[config.mk]
export PLATFORM = sky130hd
export DESIGN_NAME = seven_seg_scan_flat
export DESIGN_NICKNAME = d
export VERILOG_FILES = /design/src/rtl/seven_seg_scan_pkg.sv /design/src/rtl/seven_seg_scan_if.sv /design/src/rtl/seven_seg_scan_bcd_to_7seg.sv /design/src/rtl/seven_seg_scan.sv /design/src/flat_wrapper.sv
export SDC_FILE = /design/constraint.sdc
export NUM_CORES = 1
export LEC_CHECK = 0
export ABC_CLOCK_PERIOD_IN_PS = 2100
export CORE_MARGIN = 5
export CORE_UTILIZATION = 48
export DETAILED_ROUTE_END_ITERATION = 6
export PLACE_DENSITY = 0.76
export RECOVER_POWER = 25
export SLEW_MARGIN = 20
export SYNTH_ARGS = -nofsm -noshare
export SYNTH_HDL_FRONTEND = slang
export SYNTH_SLANG_ARGS = --single-unit
[constraint.sdc]
create_clock -name clk -period 2.1 [get_ports clk]
set_input_delay 0.42 -clock clk [delete_from_list [all_inputs] [get_ports clk]]
set_output_delay 0.42 -clock clk [all_outputs]
set_load 0.1 [all_outputs]
[src/rtl/seven_seg_scan_pkg.sv]
// Shared constants and types for the multiplexed 7-segment clock display.
// Segment patterns are active-high {g,f,e,d,c,b,a}; digit indices map an[] bits.
package seven_seg_scan_pkg;

    localparam int unsigned SEG_W = 7;
    localparam int unsigned DIG_N = 6;
    localparam int unsigned BCD_W = 4;
    localparam int unsigned IDX_W = 3;

    typedef logic [BCD_W-1:0] bcd_t;

    // One full hh:mm:ss frame, most significant digit first
    typedef struct packed {
        bcd_t hh_t;
        bcd_t hh_u;
        bcd_t mm_t;
        bcd_t mm_u;
        bcd_t ss_t;
        bcd_t ss_u;
    } time_digits_t;

    localparam logic [SEG_W-1:0] SEG_0    = 7'h3F;
    localparam logic [SEG_W-1:0] SEG_1    = 7'h06;
    localparam logic [SEG_W-1:0] SEG_2    = 7'h5B;
    localparam logic [SEG_W-1:0] SEG_3    = 7'h4F;
    localparam logic [SEG_W-1:0] SEG_4    = 7'h66;
    localparam logic [SEG_W-1:0] SEG_5    = 7'h6D;
    localparam logic [SEG_W-1:0] SEG_6    = 7'h7D;
    localparam logic [SEG_W-1:0] SEG_7    = 7'h07;
    localparam logic [SEG_W-1:0] SEG_8    = 7'h7F;
    localparam logic [SEG_W-1:0] SEG_9    = 7'h6F;
    localparam logic [SEG_W-1:0] SEG_DASH = 7'h40;

    localparam logic [IDX_W-1:0] DIG_SS_U = 3'd0;
    localparam logic [IDX_W-1:0] DIG_SS_T = 3'd1;
    localparam logic [IDX_W-1:0] DIG_MM_U = 3'd2;
    localparam logic [IDX_W-1:0] DIG_MM_T = 3'd3;
    localparam logic [IDX_W-1:0] DIG_HH_U = 3'd4;
    localparam logic [IDX_W-1:0] DIG_HH_T = 3'd5;

endpackage

[src/rtl/seven_seg_scan_if.sv]
// Digit/control inputs and driven display lines of the scan stage.
interface seven_seg_scan_if;
    import seven_seg_scan_pkg::*;

    logic             en;
    logic             blank_lz;
    logic             colon_tick;
    bcd_t             hh_t_in;
    bcd_t             hh_u_in;
    bcd_t             mm_t_in;
    bcd_t             mm_u_in;
    bcd_t             ss_t_in;
    bcd_t             ss_u_in;
    logic [SEG_W-1:0] seg;
    logic [DIG_N-1:0] an;
    logic             dp;

    modport master (
        output en, blank_lz, colon_tick,
        output hh_t_in, hh_u_in, mm_t_in, mm_u_in, ss_t_in, ss_u_in,
        input  seg, an, dp
    );

    modport slave (
        input  en, blank_lz, colon_tick,
        input  hh_t_in, hh_u_in, mm_t_in, mm_u_in, ss_t_in, ss_u_in,
        output seg, an, dp
    );

endinterface

[src/rtl/seven_seg_scan_bcd_to_7seg.sv]
// BCD digit to active-high segment pattern; non-decimal codes render as a dash.
module bcd_to_7seg
    import seven_seg_scan_pkg::*;
(
    input  bcd_t             bcd,
    output logic [SEG_W-1:0] seg
);

    always_comb begin
        seg = SEG_DASH;
        case (bcd)
            4'd0:    seg = SEG_0;
            4'd1:    seg = SEG_1;
            4'd2:    seg = SEG_2;
            4'd3:    seg = SEG_3;
            4'd4:    seg = SEG_4;
            4'd5:    seg = SEG_5;
            4'd6:    seg = SEG_6;
            4'd7:    seg = SEG_7;
            4'd8:    seg = SEG_8;
            4'd9:    seg = SEG_9;
            default: seg = SEG_DASH;
        endcase
    end

endmodule

[src/rtl/seven_seg_scan.sv]
// Time-multiplexes a snapshotted hh:mm:ss frame onto a 6-digit 7-segment bank
// with per-slot anti-ghost guard, leading-zero blanking and a toggling colon.
module seven_seg_scan
    import seven_seg_scan_pkg::*;
#(
    parameter int unsigned SCAN_DIV   = 1000,
    parameter int unsigned GUARD      = 4,
    parameter bit          ACTIVE_LOW = 1'b1
) (
    input  logic             clk,
    input  logic             rst,
    seven_seg_scan_if.slave  bus
);

    localparam int unsigned DIV_W = (SCAN_DIV > 2) ? $clog2(SCAN_DIV) : 1;
    localparam logic [SEG_W-1:0] SEG_OFF = ACTIVE_LOW ? {SEG_W{1'b1}} : {SEG_W{1'b0}};
    localparam logic [DIG_N-1:0] AN_OFF  = ACTIVE_LOW ? {DIG_N{1'b1}} : {DIG_N{1'b0}};
    localparam logic             DP_OFF  = ACTIVE_LOW;

    logic [DIV_W-1:0] div_cnt;
    logic [IDX_W-1:0] idx;
    logic             en_q;
    logic             colon_on;
    time_digits_t     shadow;

    logic             scan_tick_c;
    logic             en_rise_c;
    logic             load_snap_c;
    time_digits_t     live_c;
    time_digits_t     src_c;
    bcd_t             digit_c;
    logic [SEG_W-1:0] seg_hi_c;
    logic             blank_c;
    logic             on_c;
    logic [SEG_W-1:0] seg_on_c;
    logic [DIG_N-1:0] an_on_c;
    logic             dp_on_c;

    assign live_c = '{hh_t: bus.hh_t_in, hh_u: bus.hh_u_in,
                      mm_t: bus.mm_t_in, mm_u: bus.mm_u_in,
                      ss_t: bus.ss_t_in, ss_u: bus.ss_u_in};

    assign scan_tick_c = bus.en && (div_cnt == DIV_W'(SCAN_DIV - 1));
    assign en_rise_c   = bus.en && !en_q;
    assign load_snap_c = en_rise_c || (scan_tick_c && (idx == DIG_HH_T));

    // Prescaler and slot index, both parked at zero while disabled
    always_ff @(posedge clk or posedge rst) begin
        if (rst) begin
            div_cnt <= '0;
            idx     <= '0;
            en_q    <= 1'b0;
        end else begin
            en_q <= bus.en;
            if (!bus.en) begin
                div_cnt <= '0;
                idx     <= '0;
            end else if (scan_tick_c) begin
                div_cnt <= '0;
                idx     <= (idx == DIG_HH_T) ? DIG_SS_U : idx + IDX_W'(1);
            end else begin
                div_cnt <= div_cnt + DIV_W'(1);
            end
        end
    end

    always_ff @(posedge clk or posedge rst) begin
        if (rst) begin
            shadow   <= '0;
            colon_on <= 1'b1;
        end else begin
            if (load_snap_c) begin
                shadow <= live_c;
            end
            if (bus.colon_tick) begin
                colon_on <= !colon_on;
            end
        end
    end

    // On the enable edge the shadow is still stale, so look through to the inputs
    always_comb begin
        src_c   = en_rise_c ? live_c : shadow;
        digit_c = '0;
        case (idx)
            DIG_SS_U: digit_c = src_c.ss_u;
            DIG_SS_T: digit_c = src_c.ss_t;
            DIG_MM_U: digit_c = src_c.mm_u;
            DIG_MM_T: digit_c = src_c.mm_t;
            DIG_HH_U: digit_c = src_c.hh_u;
            DIG_HH_T: digit_c = src_c.hh_t;
            default:  digit_c = '0;
        endcase
    end

    bcd_to_7seg u_dec (
        .bcd (digit_c),
        .seg (seg_hi_c)
    );

    always_comb begin
        blank_c  = (div_cnt < DIV_W'(GUARD)) ||
                   ((idx == DIG_HH_T) && bus.blank_lz && (src_c.hh_t == '0));
        on_c     = bus.en && !blank_c;
        seg_on_c = on_c ? seg_hi_c : '0;
        an_on_c  = on_c ? (DIG_N'(1) << idx) : '0;
        dp_on_c  = on_c && colon_on && ((idx == DIG_MM_U) || (idx == DIG_HH_U));
    end

    // Polarity is applied only here so the drive lines never glitch
    always_ff @(posedge clk or posedge rst) begin
        if (rst) begin
            bus.seg <= SEG_OFF;
            bus.an  <= AN_OFF;
            bus.dp  <= DP_OFF;
        end else begin
            bus.seg <= seg_on_c ^ SEG_OFF;
            bus.an  <= an_on_c ^ AN_OFF;
            bus.dp  <= dp_on_c ^ DP_OFF;
        end
    end

endmodule
[src/flat_wrapper.sv]
// flat-port wrapper written by rule: the top's interface ports become plain ports
module seven_seg_scan_flat import seven_seg_scan_pkg::*;
#(
    parameter int unsigned SCAN_DIV   = 1000,
    parameter int unsigned GUARD      = 4,
    parameter bit          ACTIVE_LOW = 1'b1
)
  (clk, rst, bus_en, bus_blank_lz, bus_colon_tick, bus_hh_t_in, bus_hh_u_in, bus_mm_t_in, bus_mm_u_in, bus_ss_t_in, bus_ss_u_in, bus_seg, bus_an, bus_dp);
  seven_seg_scan_if bus_i ();
  input  logic clk;
  input  logic rst;
  input wire logic [$bits(bus_i.en)-1:0] bus_en;
  input wire logic [$bits(bus_i.blank_lz)-1:0] bus_blank_lz;
  input wire logic [$bits(bus_i.colon_tick)-1:0] bus_colon_tick;
  input wire logic [$bits(bus_i.hh_t_in)-1:0] bus_hh_t_in;
  input wire logic [$bits(bus_i.hh_u_in)-1:0] bus_hh_u_in;
  input wire logic [$bits(bus_i.mm_t_in)-1:0] bus_mm_t_in;
  input wire logic [$bits(bus_i.mm_u_in)-1:0] bus_mm_u_in;
  input wire logic [$bits(bus_i.ss_t_in)-1:0] bus_ss_t_in;
  input wire logic [$bits(bus_i.ss_u_in)-1:0] bus_ss_u_in;
  output wire logic [$bits(bus_i.seg)-1:0] bus_seg;
  output wire logic [$bits(bus_i.an)-1:0] bus_an;
  output wire logic [$bits(bus_i.dp)-1:0] bus_dp;
  assign bus_i.en = bus_en;
  assign bus_i.blank_lz = bus_blank_lz;
  assign bus_i.colon_tick = bus_colon_tick;
  assign bus_i.hh_t_in = bus_hh_t_in;
  assign bus_i.hh_u_in = bus_hh_u_in;
  assign bus_i.mm_t_in = bus_mm_t_in;
  assign bus_i.mm_u_in = bus_mm_u_in;
  assign bus_i.ss_t_in = bus_ss_t_in;
  assign bus_i.ss_u_in = bus_ss_u_in;
  assign bus_seg = bus_i.seg;
  assign bus_an = bus_i.an;
  assign bus_dp = bus_i.dp;
  seven_seg_scan #(.SCAN_DIV(SCAN_DIV), .GUARD(GUARD), .ACTIVE_LOW(ACTIVE_LOW)) u_core (.clk(clk), .rst(rst), .bus(bus_i));
endmodule
=== Word-level counts from Yosys, hierarchy flattened ===
Memories as Yosys holds them, arrays and structs flattened.
Index checks and enable logic that the tools add are counted.

* Register bits after elaboration: 53
* Memory bits (read-only): 112
* Memories kept: 1

* Add/sub/neg operators: 2
* Magnitude comparators: 1
* Eq/ne operators: 7
* Shift-type cells: 1
* Muxes and demuxes: 9
* Bitwise operators: 3
* Reduce and logical (&&, ||, !) cells: 16

{| class="wikitable"
|+ Memory list
! memory !! words !! bits a word !! rd ports !! clocked after Yosys merged registers in !! wr ports !! line !! text
|-
| (name not given) || 16 || 7 || 1 || 0 || 0 || seven_seg_scan_bcd_to_7seg.sv:11 || <nowiki>case (bcd)</nowiki>
|}

{| class="wikitable"
|+ Operators with widths
! cell !! number
|-
| 24-bit two-way mux || 1
|-
| 4-bit one-hot mux with 6 select lines || 1
|-
| 10-bit two-way mux || 2
|-
| 10-bit by 1-bit adder with 10-bit output (second input constant) || 1
|-
| 10-bit equality test (second input constant) || 1
|-
| 10-bit by 3-bit less-than comparator with 1-bit output (second input constant) || 1
|-
| 3-bit two-way mux || 3
|-
| 1-bit logical AND || 8
|-
| 7-bit two-way mux || 1
|-
| 7-bit inverter || 1
|-
| 3-bit by 2-bit equality test with 1-bit output (second input constant) || 2
|-
| 3-bit equality test (second input constant) || 2
|-
| 6-bit two-way mux || 1
|-
| 6-bit inverter || 1
|-
| 1-bit by 3-bit << shifter with 6-bit output (first input constant) || 1
|-
| 4-bit zero test || 1
|-
| 3-bit by 1-bit adder with 3-bit output (second input constant) || 1
|-
| 3-bit by 1-bit equality test with 1-bit output (second input constant) || 1
|-
| 1-bit zero test || 3
|-
| 3-bit zero test || 1
|-
| 1-bit logical OR || 3
|-
| 2-bit by 1-bit != test with 1-bit output (second input constant) || 1
|-
| 1-bit inverter || 1
|}

=== Logic depth before layout (Yosys ltp) ===
Gate-level depths: netlist (run 1).

* Word-level depth: 11
* Gate-level depth with buffers: 12
* Gate-level depth less buffers: 10

=== Hierarchy ===
From an unflattened synthesis (run 1), not the netlist that was laid out.

* Cell total of the unflattened synthesis: 236
* Area total of the unflattened synthesis: 2780.2 µm²

{| class="wikitable"
|+ By module, submodules not included
! module !! instances !! cells each !! area an instance (µm²) !! seq. area each (µm²)
|-
| seven_seg_scan || 1 || 207 || 2555.0 || 1345.0
|-
| bcd_to_7seg || 1 || 29 || 225.2 || 0.0
|}

=== Worst setup path after synthesis (run 1) ===
Ideal clock, no wire load.

* Kind: input-to-reg
* Start point: input bus_en
* End point: register u_core.bus.seg[0]
* Library setup time: 0.099 ns
* Arrival: 2.188 ns
* Path slack: -0.188 ns
* Stages: 11
* Buffers on the path: 3
* Cell sequence: nor2b_4 > buf_6 > buf_12 > buf_6 > mux2i_1 > o22ai_1 > nor3_1 > inv_1 > ha_1 > mux2i_1 > a32oi_1

* Cells in the longest elaborated chain, start to end: 9

{| class="wikitable"
|+ Ends and longest elaborated chain
! element !! line !! text
|-
| start: declaration || flat_wrapper.sv:12 || <nowiki>input wire logic [$bits(bus_i.en)-1:0] bus_en;</nowiki>
|-
| branches (longest 7 deep; another with memory read 16 x 7 bit) || - ||
|-
| 7-bit two-way mux * || seven_seg_scan.sv:105 || <nowiki>seg_on_c = on_c ? seg_hi_c : '0;</nowiki>
|-
| 7-bit inverter (no line) * || - ||
|-
| end signal: assignment || seven_seg_scan.sv:117 || <nowiki>bus.seg <= seg_on_c ^ SEG_OFF;</nowiki>
|-
| end: declaration || seven_seg_scan_if.sv:27 || <nowiki>output seg, an, dp</nowiki>
|}

Mark *: on every way between the ends.
A chain may end at the register's enable or synchronous reset.

=== Worst setup path in the final report (run 1) ===
* Start point: register u_core.en_q
* End point: register u_core.bus.seg[4]

* Cells in the longest elaborated chain, start to end: 10

{| class="wikitable"
|+ Ends and longest elaborated chain
! element !! line !! text
|-
| start: declaration || seven_seg_scan.sv:22 || <nowiki>logic en_q;</nowiki>
|-
| start signal: assignment || seven_seg_scan.sv:54 || <nowiki>en_q <= bus.en;</nowiki>
|-
| 1-bit zero test * || seven_seg_scan.sv:44 || <nowiki>assign en_rise_c = bus.en && !en_q;</nowiki>
|-
| 1-bit logical AND * || seven_seg_scan.sv:44 ||
|-
| 24-bit two-way mux * || seven_seg_scan.sv:83 || <nowiki>src_c = en_rise_c ? live_c : shadow;</nowiki>
|-
| branches (longest 5 deep; another with memory read 16 x 7 bit) || - ||
|-
| 7-bit two-way mux * || seven_seg_scan.sv:105 ||
|-
| 7-bit inverter (no line) * || - ||
|}

Marks and branches as above.

==> qor.txt, run 1 <==
status: finished with violations
failing checks: setup timing
Slew Limit Fails: 0
Post-synth EDFFs: 0
Most Frequent Cell on Critical Path: buf_4
Die Wd: 84.97 µm
Critical Path RT: 2.33 ns
Reg2Reg Launch Point: u_core.en_q
Setup crit end: u_core.bus.seg[4]
Commonest cells post-synth: dfrtp_1 (38), mux2i_1 (26), mux2_2 (25), dfstp_2 (15), o22ai_1 (12)
number of buffers added on ports: 42
area leader, netlist: dfrtp_1
area of the die: 7219 µm²
Area after DPL: 3371 µm²
final hold slack: 0.4800 ns
clock skew: 0.006852 ns
Yosys cell types: 41
post-layout util: 67.10%
P_sw: 642.1 µW
Least-Margin Pin Slew: 1.233 ns
most frequent cell after synthesis: dfrtp_1
crit end category: flip-flop
Critical Path Start: u_core.en_q
TritonCTS Sinks: 53
CTS tree: done
Max Fclk: 443.9 MHz
Mapped Area: 2698 µm²
fraction of layout cells with a size suffix above 1: 43.87%
Syn. warnings: 0
diodes inserted: 0
hold-critical path depth: 1
detailed placement HPWL: 4.206 mm
Max IR drop VDD: 0.5244 mV
WL per Instance: 15.94 µm
flops & latches, synth: 53
met3 routed WL: 302 µm
drc violations: 0
R2R setup slack: -0.15 ns
Top FF cell, synth: dfrtp_1
fin area: 3672 µm²
Seq/Total Area, Yosys: 49.86%
synth top area cells: dfrtp_1 (35%), dfstp_2 (15%), mux2_2 (10%), mux2i_1 (9.6%), ha_1 (3.7%)
final setup fails: 7
Worst R2R End: u_core.bus.seg[4]
WL met2: 3.143 mm
CP Data Arrival Time: 2.49 ns
Synthesized Nets: 263
Iter 0 DRT Violations: 175
cell-internal power: 1672 µW
Remaining Overflow, GRT: 0
Syn Area/Cell: 11.94 µm²
ANT nets after route: 0
clock share of power: 25.9%
drt first pass iters: 4
Ports: 43
Tcrit/Tclk final: 107.3%
uppermost layer routed: met4
number of max-cap violations: 0
Mapped Cells: 226
switching share of power: 27.74%
core area: 5473 µm²
total CTS buffers: 5
Routed WL: 6.090 mm
routed vias: 2030
fin nets: 346
R2R cell count: 8
combinational share of power: 23.4%
CP cell instances: nor2b_4 -> buf_4 -> buf_4 -> mux2i_2 -> o22ai_1 -> or3_4 -> mux2_2 -> a32oi_2
final-report hold violation count: 0
slowest library cell on the worst path: or3_4
Worst Hold Class: reg2reg
CP max FO: 7
Critical Path Start Type: flip-flop
first-pass GRT wire length: 9.853 mm
Slowest Stage Delay on Critical Path: 0.44 ns
Pleak: 0.001581 µW
crit path kind: reg2reg
min cycle time layout: 2.253 ns
Initial Util: 49.29%
Rel. slew slack: 17.82%
largest net degree at the start of global routing: 54
die height: 84.97 µm
fin worst setup slack: -0.1525 ns
Clk Latency, worst-skew pair: 0.31 ns
Clock transition at path regs: 0.09 ns
Area Growth Syn to Fin: 36.13%
gpl congestion: 0.8251
row count: 27
met1 WL: 2.568 mm
Total Routing Usage GR: 16.97%
Longest Clk Path Bufs: 2
share of the synthesized area in the top cell type: 35.25%
via density per instance: 5.314
number of global-route vias before repair: 2095
Post-synth ARST share: 100.0%
htree depth: 2
CTS root buf: clkbuf_8
Setup TNS: -0.7049 ns
hold buffers post-CTS: 0
RSZ-0062 raised after global routing: yes
sequential share of power: 50.7%
initial antenna violation count: 0
power per standard cell area: 630.3 nW/µm²
-- per-layer routing --
layer | track usage, % | up-vias
met5 | 0 | -
met4 | 6.331 | 0
met3 | 4.466 | 9
met2 | 29.38 | 53
met1 | 20.14 | 993
li1 | - | 975
-- critical path: cells and delay by family (launching register included) --
family	cells	cell delay, ns
DFF	1	0.41
AOI/OAI and AO/OA	2	0.30
muxes	2	0.57
buffers and inverters	2	0.24
and+or+nand+nor	2	0.64
-- power by group through the flow --
stage / Clock (µW) / Combinational, µW / Sequential [µW]
5_1_grt: 658 / 584 / 1190
3_3_place_gp: 0 / 454 / 1180
6_report: 600 / 541 / 1170
2_1_floorplan: 0 / 282 / 1210
4_1_cts: 614 / 504 / 1170
3_5_place_dp: 0 / 470 / 1190
-- cell families after synthesis --
| logic type | Yosys count | share of synthesized area [%] |
|---|---|---|
| compound gates | 32 | 7.699 |
| buf+inv | 21 | 4.731 |
| fa+ha+maj | 8 | 3.711 |
| mux | 52 | 20.64 |
| flops | 53 | 49.86 |
| xor+xnor | 7 | 2.273 |
| simple gates | 53 | 11.09 |
-- through the flow --
| step | worst slack, ns | total power [µW] | std cells |
|---|---|---|---|
| after CTS | -0.02257 | 2288 | 375 |
| after global placement | -0.6369 | 1634 | 361 |
| final | -0.1525 | 2315 | 382 |
| after detailed placement | -0.7237 | 1659 | 361 |
| after global routing | -0.2246 | 2428 | 382 |
| after floorplan | -0.02647 | 1487 | 226 |
-- worst min-delay path by stage --
stage,start,end,slack [ns]
final,u_core.colon_on,u_core.bus.dp,0.48
after global routing,u_core.colon_on,u_core.bus.dp,0.49
after CTS,rst,u_core.idx[2],0.48
after detailed placement,u_core.colon_on,u_core.bus.dp,0.46
after global placement,u_core.div_cnt[0],u_core.div_cnt[0],0.45
after floorplan,u_core.div_cnt[0],u_core.div_cnt[0],0.43
-- timing repair --
item / 4_1_cts / 5_1_grt
hold endpoints to repair: 0 / 0
gates resized for setup: 13 / 18
endpoints found under the setup margin: 14 / 14
pin swaps: 5 / 2
cloned: 1 / 0
buffers inserted: 5 / 7
-- sequential cells by signal, summed over array words and instances (netlist names) --
| signal | cells |
|---|---|
| u_core.bus.seg | 7 |
| u_core.colon_on | 1 |
| u_core.idx | 3 |
| u_core.shadow | 24 |
| u_core.bus.an | 6 |
| u_core.bus.dp | 1 |
| u_core.en_q | 1 |
| u_core.div_cnt | 10 |
-- layout make-up --
cell class              count  area (µm²)
well taps                  72       90.09
clock inverters             2       13.76
fillers                   435        1800
inverters                  10       40.04
clock buffers               6       82.58
multi-input cells         152        1340
repair buffers             87       760.7
flip-flops and latches     53        1345
-- placed cells by master, fill, tap and decap left out, types with 2 or more instances in the layout --
cell type / synthesis / layout
or3_1: 7 / 4
inv_2: 0 / 2
buf_4: 2 / 48
clkdlybuf4s50_1: 0 / 26
o22ai_2: 0 / 2
inv_1: 10 / 6
nand2b_1: 2 / 2
xor2_1: 4 / 4
mux2_2: 25 / 25
mux2i_1: 26 / 17
dfstp_2: 15 / 15
nand2_1: 7 / 7
dfrtp_1: 38 / 38
nor2_1: 9 / 9
and2_1: 4 / 4
ha_1: 8 / 6
ha_2: 0 / 2
buf_6: 3 / 6
buf_12: 1 / 2
a21oi_1: 4 / 3
or4_1: 2 / 2
xnor2_1: 3 / 3
a32oi_1: 4 / 3
nor2b_1: 2 / 2
nand3_1: 7 / 7
mux2i_2: 0 / 9
o21ai_0: 7 / 6
or3_4: 0 / 3
and3_1: 4 / 4
clkbuf_8: 0 / 6
o22ai_1: 12 / 9
Note: power is estimated with default switching activity, not from simulation.
==> inputs of run 2 (changes only) <==
--- a/config.mk
+++ b/config.mk
@@ -6,12 +6,14 @@
 export NUM_CORES = 1
 export LEC_CHECK = 0
 export ABC_CLOCK_PERIOD_IN_PS = 2100
+export CORE_ASPECT_RATIO = 0.75
 export CORE_MARGIN = 5
 export CORE_UTILIZATION = 48
 export DETAILED_ROUTE_END_ITERATION = 6
-export PLACE_DENSITY = 0.76
+export PLACE_DENSITY = 0.75
 export RECOVER_POWER = 25
 export SLEW_MARGIN = 20
 export SYNTH_ARGS = -nofsm -noshare
 export SYNTH_HDL_FRONTEND = slang
+export SYNTH_HIERARCHICAL = 1
 export SYNTH_SLANG_ARGS = --single-unit
==> run 2 against run 1 <==
  * The run still ends with setup timing left
  * Cell area increased by 1.3%
  * Combinational power decreased by 1%
  * First-iteration DRC count decreased by 19%
  * Via count increased by 2.0%
  * Critical endpoint is now u_core/bus.seg[0]
  * Largest power group unchanged
==> qor.txt, run 2 <==
number of buffers added on ports: 42
CP Data Arrival Time: 2.38 ns
flops & latches, synth: 53
Total Power: 2292 µW
slowest library cell on the worst path: or3_4
Multi-input gate area: 1418 µm²
area leader, netlist: dfrtp_1
Remaining Overflow, GRT: 0
CTS root buf: clkbuf_8
status: finished with violations
Commonest cells post-synth: dfrtp_1 (38), mux2i_1 (24), mux2_1 (20), nand2_1 (16)
drc violations: 0
fraction of layout cells with a size suffix above 1: 36.31%
row count: 24
htree depth: 2
CP cell instances: nand2b_4 -> buf_4 -> mux2i_1 -> o22ai_1 -> or3_4 -> ha_4 -> mux2_4 -> o22ai_2 -> nand2_1
largest family of logic cells by synthesized area: multiplexers
crit end category: flip-flop
compound-gate portion of the synthesized area: 7.516%
R2R setup slack: -0.03 ns
Die Wd: 97.88 µm
Clk Latency, worst-skew pair: 0.31 ns
Reg2Reg Launch Point: u_core/en_q
fill cell count: 447
clock skew: 0.007487 ns
Setup crit end: u_core/bus.seg[0]
Mapped Area: 2780 µm²
Synthesized Nets: 273
number of global-route vias before repair: 2146
CTS tree: done
total CTS buffers: 5
WL per Instance: 16.10 µm
Mapped Cells: 236
Seq/Total Area, Yosys: 48.38%
Slew Limit Fails: 0
Syn Area/Cell: 11.78 µm²
mux cell area share after synthesis: 18.90%
Slowest Stage Delay on Critical Path: 0.43 ns
TritonCTS Sinks: 53
ANT nets after route: 0
Top FF cell, synth: dfrtp_1
diodes inserted: 0
Pleak: 0.001662 µW
largest net degree at the start of global routing: 32
gpl congestion: 0.8189
Max Fclk: 470.1 MHz
number of max-cap violations: 0
initial antenna violation count: 0
fin worst setup slack: -0.02720 ns
Worst R2R End: u_core/bus.seg[0]
first-pass GRT wire length: 10.27 mm
detailed placement HPWL: 4.538 mm
via density per instance: 5.283
Tcrit/Tclk final: 101.3%
min cycle time layout: 2.127 ns
final hold slack: 0.4645 ns
routed vias: 2071
Critical Path Start: u_core/en_q
Total Routing Usage GR: 16.94%
die height: 75.91 µm
Rel. slew slack: 44.93%
Clock transition at path regs: 0.09 ns
storage element area: 1345 µm²
power per standard cell area: 616.0 nW/µm²
fin nets: 350
area of the die: 7430 µm²
hold buffers post-CTS: 0
CP max FO: 7
final setup fails: 4
synth top area cells: dfrtp_1 (34%), dfstp_2 (14%), mux2i_1 (8.6%), mux2_1 (8.1%), ha_1 (3.6%)
Least-Margin Pin Slew: 0.8252 ns
most frequent cells in the layout: buf_4 (48), dfrtp_1 (38), clkdlybuf4s50_1 (25)
R2R cell count: 9
Area Growth Syn to Fin: 33.80%
Max IR drop VDD: 0.3840 mV
Synth Area in Simple Gates: 13.73%
Ports: 43
most common cell after layout, fill and taps aside: buf_4
drt first pass iters: 4
Iter 0 DRT Violations: 142
failing checks: setup timing
Critical Path RT: 2.35 ns
share of the synthesized area in the top cell type: 34.20%
Synth Area in XOR/XNOR: 2.835%
crit path kind: reg2reg
RSZ-0062 raised after global routing: yes
Routed WL: 6.312 mm
Post-synth ARST share: 100.0%
Yosys cell types: 45
Post-synth EDFFs: 0
most frequent cell after synthesis: dfrtp_1
Largest Register: u_core/shadow
max reg flops: 24
biggest regs: u_core/shadow: 24 flops, u_core/div_cnt: 10 flops, u_core/bus.seg: 7 flops
Syn. warnings: 6
Hold Path Origin: u_core/div_cnt[0]
final-report hold violation count: 0
Critical Path Start Type: flip-flop
Initial Util: 48.73%
Synth Area in Adders: 3.600%
core area: 5705 µm²
Longest Clk Path Bufs: 2
post-layout util: 65.20%
Worst Hold Class: reg2reg
[run 2: layout make-up]
type	count	share of cell area (%)
Multi-Input combinational cell	163	38.11
Tap cell	78	2.624
Inverter	8	0.9418
Sequential cell	53	36.16
Clock buffer	8	2.422
Timing Repair Buffer	82	19.74
[run 2: what timing repair did]
action / 4_1_cts / 5_1_grt
gates cloned: 0 / 1
pin swaps: 2 / 8
setup endpoints to repair: 7 / 6
resized for setup: 7 / 25
setup buffers: 2 / 4
[run 2: how the worst min path moves through the flow]
stage | to | slack, ns | cells past startpoint
floorplan | u_core/div_cnt[0] | 0.43 | 1
global route | u_core/div_cnt[0] | 0.47 | 1
global placement | u_core/div_cnt[0] | 0.44 | 1
finish | u_core/div_cnt[0] | 0.46 | 1
detailed placement | u_core/div_cnt[0] | 0.45 | 1
CTS | u_core/shadow[3] | 0.45 | 2
[run 2: metrics by stage]
step | cell area (µm²) | TNS, ns | setup WS, ns | cells
floorplan | 2815 | 0 | 0.01353 | 236
global placement | 3453 | -6.263 | -0.5053 | 377
detailed placement | 3453 | -7.053 | -0.5762 | 377
CTS | 3572 | 0 | 0.002282 | 387
global route | 3720 | -0.7940 | -0.1035 | 392
finish | 3720 | -0.06127 | -0.02720 | 392
[run 2: cell families after synthesis]
logic type	after synthesis
AOI/OAI and AO/OA	29
xor gates and xnor gates	9
adders and majority gates	8
buffers and inverters	20
DFF	53
muxes	49
and+or+nand+nor	68
[run 2: routing by layer]
| layer | wire, µm | vias to the layer above | GRT usage [%] |
|---|---|---|---|
| li1 | - | 1003 | - |
| met1 | 2971 | 993 | 24.00 |
| met2 | 2955 | 70 | 25.61 |
| met3 | 327 | 5 | 5.413 |
| met4 | 57 | 0 | 3.320 |
| met5 | 0 | - | 0 |
[run 2: report_power, final]
part           switching, µW  leakage [µW]  internal, µW
clock                    317     0.0000455           269
combinational            257      0.000986           277
sequential              52.1      0.000630          1120
[run 2: critical path: cells and delay by family (launching register included)]
| family | cells | cell delay (ns) |
|---|---|---|
| muxes | 2 | 0.46 |
| adders and majority gates | 1 | 0.17 |
| buffers and inverters | 1 | 0.17 |
| DFF | 1 | 0.37 |
| AOI/OAI and AO/OA | 2 | 0.21 |
| and+or+nand+nor | 3 | 0.69 |
